$ cat config.mk
export PLATFORM = sky130hd
export DESIGN_NAME = transmitter_spi
export DESIGN_NICKNAME = d
export VERILOG_FILES = /design/src/rtl/transmitter_spi.sv
export SDC_FILE = /design/constraint.sdc
export NUM_CORES = 1
export LEC_CHECK = 0
export CORE_ASPECT_RATIO = 0.75
export CORE_UTILIZATION = 48
export CTS_CLUSTER_DIAMETER = 30
export DETAILED_ROUTE_END_ITERATION = 8
export PLACE_DENSITY = 0.75
export SYNTH_ARGS = -nofsm -noshare
export SYNTH_HDL_FRONTEND = slang
export SYNTH_SLANG_ARGS = --single-unit
$ cat constraint.sdc
create_clock -name clk -period 2.2 [get_ports clk]
set_clock_uncertainty 0.1 [all_clocks]
set_input_delay 0.44 -clock clk [delete_from_list [all_inputs] [get_ports clk]]
set_output_delay 0.44 -clock clk [all_outputs]
set_load 0.02 [all_outputs]
$ cat src/rtl/transmitter_spi.sv
// SPI master: frames data_in out on MOSI (LSB first) while capturing MISO into data_out.
// Latency: SS falls 1 cycle after start; done at 1 + HALF_PERIOD*(2*FRAME_BITS+1) cycles.
// Backpressure: none; start is accepted only in IDLE and dropped while busy (no queueing).
module transmitter_spi #(
  parameter int DATA_W      = 16,
  parameter int FRAME_BITS  = 16,
  parameter int HALF_PERIOD = 2
) (
  input  logic              clk,
  input  logic              rst,
  input  logic              CKP,
  input  logic              CPH,
  input  logic              start,
  input  logic [DATA_W-1:0] data_in,
  input  logic              MISO,
  output logic              SCK,
  output logic              SS,
  output logic              MOSI,
  output logic [DATA_W-1:0] data_out,
  output logic              busy,
  output logic              done
);

  // Total SCK edges per frame; counters are sized so they never wrap.
  localparam int EDGES  = 2 * FRAME_BITS;
  localparam int EDGE_W = $clog2(EDGES + 1);
  localparam int DIV_W  = (HALF_PERIOD > 1) ? $clog2(HALF_PERIOD) : 1;

  typedef enum logic [1:0] {
    IDLE,
    SETUP,
    TRANSFER,
    FINISH
  } state_t;

  state_t              state_q;
  logic [DIV_W-1:0]    div_q;
  logic [EDGE_W-1:0]   edge_q;
  logic [DATA_W-1:0]   tx_sr_q;
  logic [DATA_W-1:0]   rx_sr_q;
  logic                ckp_q;
  logic                cph_q;
  logic                sck_q;
  logic                ss_q;
  logic                mosi_q;
  logic                busy_q;
  logic                done_q;
  logic [DATA_W-1:0]   data_out_q;

  logic                tick_d;
  logic [EDGE_W-1:0]   edge_num_d;
  logic                sample_d;
  logic                last_d;
  logic [DATA_W-1:0]   tx_rot_d;
  logic [DATA_W-1:0]   rx_shift_d;

  // Decode of the SCK edge about to be produced: its number, role and the shifted registers.
  always_comb begin
    tick_d     = (div_q == DIV_W'(HALF_PERIOD - 1));
    // SETUP's terminal tick produces edge 1; TRANSFER ticks produce the following ones.
    edge_num_d = (state_q == SETUP) ? EDGE_W'(1) : edge_q + EDGE_W'(1);
    // Odd edges are leading. CPH=0 samples on leading, CPH=1 samples on trailing.
    sample_d   = edge_num_d[0] ^ cph_q;
    last_d     = (edge_num_d == EDGE_W'(EDGES));
    // Rotation (not plain shift) lets MOSI recirculate the word through a daisy chain.
    tx_rot_d   = (tx_sr_q >> 1) | (tx_sr_q << (DATA_W - 1));
    // MISO enters at the MSB so the first sampled bit ends up at bit 0.
    rx_shift_d = (rx_sr_q >> 1) | (DATA_W'(MISO) << (DATA_W - 1));
  end

  // Frame sequencer: IDLE -> SETUP -> TRANSFER -> FINISH, all outputs registered.
  always_ff @(posedge clk) begin
    if (rst) begin
      state_q    <= IDLE;
      div_q      <= '0;
      edge_q     <= '0;
      tx_sr_q    <= '0;
      rx_sr_q    <= '0;
      ckp_q      <= 1'b0;
      cph_q      <= 1'b0;
      sck_q      <= CKP;
      ss_q       <= 1'b1;
      mosi_q     <= 1'b0;
      busy_q     <= 1'b0;
      done_q     <= 1'b0;
      data_out_q <= '0;
    end else begin
      done_q <= 1'b0;
      case (state_q)
        IDLE: begin
          sck_q <= CKP;
          ss_q  <= 1'b1;
          if (start) begin
            // Mode and data are frozen here; later CKP/CPH changes are ignored until IDLE.
            ckp_q   <= CKP;
            cph_q   <= CPH;
            tx_sr_q <= data_in;
            ss_q    <= 1'b0;
            busy_q  <= 1'b1;
            div_q   <= '0;
            edge_q  <= '0;
            state_q <= SETUP;
            // CPH=0 slaves sample on the first edge, so bit 0 must be valid at SS fall.
            if (!CPH) begin
              mosi_q <= data_in[0];
            end
          end
        end

        SETUP, TRANSFER: begin
          if (tick_d) begin
            div_q  <= '0;
            sck_q  <= ~sck_q;
            edge_q <= edge_num_d;
            if (sample_d) begin
              rx_sr_q <= rx_shift_d;
            end else if (cph_q && (edge_num_d == EDGE_W'(1))) begin
              // CPH=1 drives bit 0 on the first leading edge without rotating.
              mosi_q <= tx_sr_q[0];
            end else if (!last_d) begin
              // The final CPH=0 trailing edge has no next bit to present.
              tx_sr_q <= tx_rot_d;
              mosi_q  <= tx_rot_d[0];
            end
            state_q <= last_d ? FINISH : TRANSFER;
          end else begin
            if (state_q == SETUP) begin
              sck_q <= ckp_q;
            end
            div_q <= div_q + DIV_W'(1);
          end
        end

        FINISH: begin
          sck_q <= ckp_q;
          if (tick_d) begin
            div_q      <= '0;
            ss_q       <= 1'b1;
            busy_q     <= 1'b0;
            done_q     <= 1'b1;
            data_out_q <= rx_sr_q;
            state_q    <= IDLE;
          end else begin
            div_q <= div_q + DIV_W'(1);
          end
        end

        default: begin
          state_q <= IDLE;
        end
      endcase
    end
  end

  assign SCK      = sck_q;
  assign SS       = ss_q;
  assign MOSI     = mosi_q;
  assign busy     = busy_q;
  assign done     = done_q;
  assign data_out = data_out_q;

endmodule

# --- After elaboration in Yosys (flattened, before gate mapping) ---
# Cells that the tools add are included.
word_totals:
  latch_bits: 0
  word_cells: 86
  out_inout_bits: 21
  mem_bits_rw: 0
  mem_count: 0
  mem_bits_ro: 0
  ff_bits: 64
classes:
  mux: 36
  div: 0
  reduce_logical: 16
  n_eq_ne: 14
  n_shift: 0
  add_sub_neg: 2
  order_cmp: 0
  bitwise: 5
  n_mul: 0
ops:
  columns: ["op", "count"]
  rows:
  - ["16-bit 2-to-1 mux", 5]
  - ["15-bit by 16-bit OR with 16-bit output", 2]
  - ["16-bit one-hot mux with 2 select lines", 1]
  - ["6-bit 2-to-1 mux", 3]
  - ["1-bit 2-to-1 mux", 17]
  - ["2-bit inequality test, second input constant", 7]
  - ["6-bit one-hot mux with 2 select lines", 1]
  - ["3-bit AND reduction", 4]
  - ["6-bit AND reduction", 2]
  - ["1-bit one-hot mux with 2 select lines", 4]
  - ["6-bit by 1-bit adder with 6-bit output, second input constant", 1]
  - ["6-bit by 1-bit equality test with 1-bit output, second input constant", 1]
  - ["6-bit equality test, second input constant", 1]
  - ["2-bit 2-to-1 mux", 3]
  - ["2-bit one-hot mux with 3 select lines", 1]
  - ["2-bit AND reduction", 3]
  - ["2-bit equality test, second input constant", 2]
  - ["4-bit inequality test, second input constant", 1]
  - ["2-bit nonzero test", 2]
  - ["2-bit OR reduction", 2]
  - ["3-bit inequality test, second input constant", 1]
  - ["1-bit one-hot mux with 3 select lines", 1]
  - ["3-bit OR reduction", 1]
  - ["2-bit by 1-bit equality test with 1-bit output, second input constant", 1]
  - ["5 further kinds", 6]

# --- Depth between registers and ports, before layout ---
depth:
  depth_word: 8
  mapped_depth: 10

# --- Worst setup path after synthesis ---
# No wires, ideal clock.
synth_timing:
  kind: "reg2reg"
  from: "register state_q[0]"
  to: "register tx_sr_q[0]"
  stages_incl_launch_ff: 10
  arrival_time_ps: 2124
  path_buffers: 2
  required_ps: 1979
  slack_ps: -145
  synth_period_minus_slack_ps: 2345
  path_cell_list: "dfxtp_1 inv_1 ha_1 buf_6 nor2b_1 or3_1 clkbuf_1 a21oi_2 o211ai_4 mux2_4"
synth_between:
  elab_chain_cells: 6
  elab_cells_between_ends: 17
synth_rtl:
  columns: ["item", "line_no", "source"]
  rows:
  - ["start, declared", "36", "state_t state_q;"]
  - ["start signal, assigned", "125", "state_q <= last_d ? FINISH : TRANSFER;"]
  - ["2-bit by 1-bit equality test with 1-bit output", "61, 89", null]
  - ["6-bit 2-to-1 mux", "61", "edge_num_d = (state_q == SETUP) ? EDGE_W'(1) : edge_q + EDGE_W'(1);"]
  - ["6-bit by 1-bit equality test with 1-bit output", "117", "end else if (cph_q && (edge_num_d == EDGE_W'(1))) begin"]
  - ["1-bit logical AND", "117", null]
  - ["2-bit inequality test (no source line)", null, null]
  - ["6-bit AND reduction (no source line)", null, null]
  - ["end signal, assigned", "97", "tx_sr_q <= data_in;"]
  - ["end signal, assigned", "122", "tx_sr_q <= tx_rot_d;"]
  - ["end, declared", "39", "logic [DATA_W-1:0] tx_sr_q;"]
# Parallel ways exist; a longest one is shown, timed or not.
# A chain may end at the register's enable or synchronous reset.

# --- Worst setup path after layout ---
layout_timing:
  from: "register state_q[1]"
  to: "register tx_sr_q[1]"
# The elaborated chain is that of the path after synthesis.

==> flow_metrics.tcl <==
set metrics [dict create \
    run_status "finished with violations" \
    violations "negative setup slack" \
    worst-endpoint-arrival_ps 2390 \
    met1_resource_use_gr_pct 27.62 \
    antenna_found_initial 0 \
    post-route-min-period_ps 2226 \
    drt_iter0_markers 106 \
    crit_path_end_kind "flop" \
    critical_path_class "reg -> reg" \
    netlist_area_um2 2917 \
    detail-route-antenna-nets 0 \
    drive_above_1_share_pct 17.04 \
    yosys_register_bits 64 \
    worstMarginPinSlew_ps 585.3 \
    design_power_total_mw 3.853 \
    mappedNetlistNets 373 \
    num_rows 24 \
    num_io_pins 43 \
    cts_root_buf "sky130_fd_sc_hd__clkbuf_8" \
    critical-path-slowest-cell "sky130_fd_sc_hd__or4b_4" \
    synth_edf_count 1 \
    dp_hpwl_um 4178 \
    cp_max_fo 8 \
    detail_route.first_pass.iterations 4 \
    synth.avg_cell_area_um2 8.429 \
    final_standard_cell_area_without_fillers_um2 3775 \
    flow.area_growth_from_synthesis_pct 29.43 \
    grt-busiest-layer "met2" \
    htree_levels 3 \
    tritoncts "built" \
    global_route_congestion_overflow_total 0 \
    effective_utilization_at_floorplan_pct 50.06 \
    ordered_list_of_cells_on_the_worst_path "inv_2, ha_4, and2b_1, mux2_4, or4b_4, o211ai_4, buf_12, mux2i_1" \
    synth.yosys.warnings 0 \
    min_path_type "reg -> reg" \
    globalRouteMet3Util_pct 7.018 \
    critical_path_buf_inv_count 2 \
    grt_pass1_vias 2344 \
    relSlewSlack_pct 60.98 \
    grt_use_total_pct 21.19 \
    async_flop_share_pct 0 \
    final-max-slew-violation-count 0 \
    placed_cell_area_um2 3505 \
    cp.required_ps 2370 \
    worst_path_dominant_cell_family "simple AND/OR/NAND/NOR gates" \
    grt_setup_unrepaired "yes" \
    antenna_cells_inserted 0 \
    vias_per_instance 5.133 \
    peakVddDrop_uv 456.6 \
    finalNetCount 428 \
    ys_top_cells_by_count "104 x sky130_fd_sc_hd__nand2_1, 63 x sky130_fd_sc_hd__dfxtp_1, 43 x sky130_fd_sc_hd__a21oi_1" \
    synth_top_cell_by_area "sky130_fd_sc_hd__dfxtp_1" \
    cap_viol_max_count 0 \
    global_route.usage.met2_pct 32.67 \
    synth.lib_cells_used.distinct 45 \
    largest_net_degree_at_the_start_of_global_routing 33 \
    number_of_buffers_inserted_during_clock_tree_synthesis 9 \
    drt-total-wl_um 6274 \
    finalWorstSetupSlack_ps -26.20 \
    cts.reportedPaths.clkPinSlew_ps 60 \
    yosys.cell_count.top_type "sky130_fd_sc_hd__nand2_1" \
    detailroute.via_count 2479 \
    clock_sink_count 64 \
    portBuffers 42 \
    period_share_pct 101.2 \
    crit_path_largest_cell_delay_ps 500 \
    finalHoldViolations 0 \
    post_synth_inst_count 346 \
    fp.dieArea_um2 6395 \
    fmaxAchievable_ghz 0.4492 \
    cell_area_power_density_nw_per_um2 1021 \
    power.leakage_nw 1.427 \
    clock_insertion_delay_worst_skew_ps 340 \
    coreArea_um2 5826 \
    place_congestion 0.8362 \
    grt_first_pass_wirelength_um 10610 \
    report.final.setup_viol 9 \
    netlist_top_cells_area "sky130_fd_sc_hd__dfxtp_1 43%, sky130_fd_sc_hd__nand2_1 13%, sky130_fd_sc_hd__a21oi_1 7.4%" \
    synth_ff_type "sky130_fd_sc_hd__dfxtp_1" \
    seq_area_frac_synth_pct 44.27 \
    synth.top_cell.area_share_pct 43.24 \
    floorplan.die.width_um 92.01 \
    wire_per_inst_um 12.99 \
    setup.worst_path.start_class "flop" \
    chipHeight_um 69.51 \
    max_clock_buf_depth 2 \
    final_routed_drc_violation_total 0 \
]
flip-flops by register name (all words and copies together), names as in the netlist:
register / flops
data_out: 16
rx_sr_q: 16
tx_sr_q: 16
edge_q: 6
state_q: 2
MOSI: 1
SCK: 1
SS: 1
busy: 1
ckp_q: 1
cph_q: 1
div_q: 1
done: 1
per-stage QoR:
step	worst slack (ps)	std cells	utilization (%)	hold slack (ps)	TNS (ps)
after floorplan	-0.7989	346	-	332.1	-0.7989
after global placement	37.96	464	60.16	341.9	0
after detailed placement	-18.06	464	60.16	347.0	-44.09
after CTS	-10.96	482	64.67	356.1	-13.99
after global routing	-91.53	483	64.80	378.8	-924.6
final	-26.20	483	64.80	351.0	-145.4
power breakdown:
part           total [mW]  internal, mW  switching [mW]
sequential           1.40          1.31          0.0898
clock                1.12         0.692           0.429
combinational        1.33         0.708           0.625
worst paths after layout:
| kind | startpoint | endpoint | slack, ps | cells after the start |
|---|---|---|---|---|
| worst min-delay path | data_out[0]$_SDFFE_PP0P_ | data_out[0]$_SDFFE_PP0P_ | 350 | 2 |
| worst max-delay path | state_q[1]$_SDFFE_PP0P_ | tx_sr_q[1]$_SDFFE_PP0P_ | -30 | 8 |
| worst max register to register | state_q[1]$_SDFFE_PP0P_ | tx_sr_q[1]$_SDFFE_PP0P_ | -30 | 8 |
| worst min register to register | data_out[0]$_SDFFE_PP0P_ | data_out[0]$_SDFFE_PP0P_ | 350 | 2 |
what timing repair did:
item                       CTS  global route
setup buffers                2             1
pin swaps                    2             0
resized for setup            3             0
gates cloned                 1             0
setup endpoints to repair   13            18
hold buffers                 0             0
area by class of cell:
type	instances	area, µm²
sequential	64	1294
clock buffer	12	155.1
timing repair buffer	65	625.6
tap	78	97.59
inverter	5	18.77
clock inverter	3	65.06
fill	477	2051
multi-input combinational	256	1519
placed cells by master (no fill, tap or decap), drive strengths merged, types with 3 or more instances in the layout:
master / n
mux2i: 15
nor2b: 6
buf: 23
o211ai: 3
nand3: 5
nand2: 104
nor2: 17
clkbuf: 12
o21ai: 7
dfxtp: 63
a21oi: 44
clkdlybuf4s50: 42
mux2: 19
a22oi: 3
ha: 5
inv: 5
nor3: 6
per-layer routing:
metal | vias up | share of wire [%]
met5 | - | 0
met4 | 0 | 1.3
met3 | 10 | 5.1
met2 | 64 | 44
met1 | 1131 | 49
li1 | 1274 | -
tightest hold or removal path: cells and delay by family, from the launching register on:
| kind | cells | cell delay, ps |
|---|---|---|
| flip-flops | 1 | 310 |
| AO/OA/AOI/OAI | 1 | 50 |
| AND/OR/NAND/NOR | 1 | 50 |
kinds of logic (layout without fill, tap and decap cells):
| logic type | Yosys count | count (layout) | synth area share [%] |
|---|---|---|---|
| and+or+nand+nor | 147 | 147 | 21.24 |
| DFF | 64 | 64 | 44.27 |
| buffers and inverters | 26 | 85 | 5.105 |
| adders and majority gates | 5 | 5 | 2.145 |
| muxes | 34 | 34 | 12.74 |
| xor gates and xnor gates | 2 | 2 | 0.6007 |
| AOI/OAI and AO/OA | 68 | 68 | 13.90 |
Power figures use the tool's default switching activity.
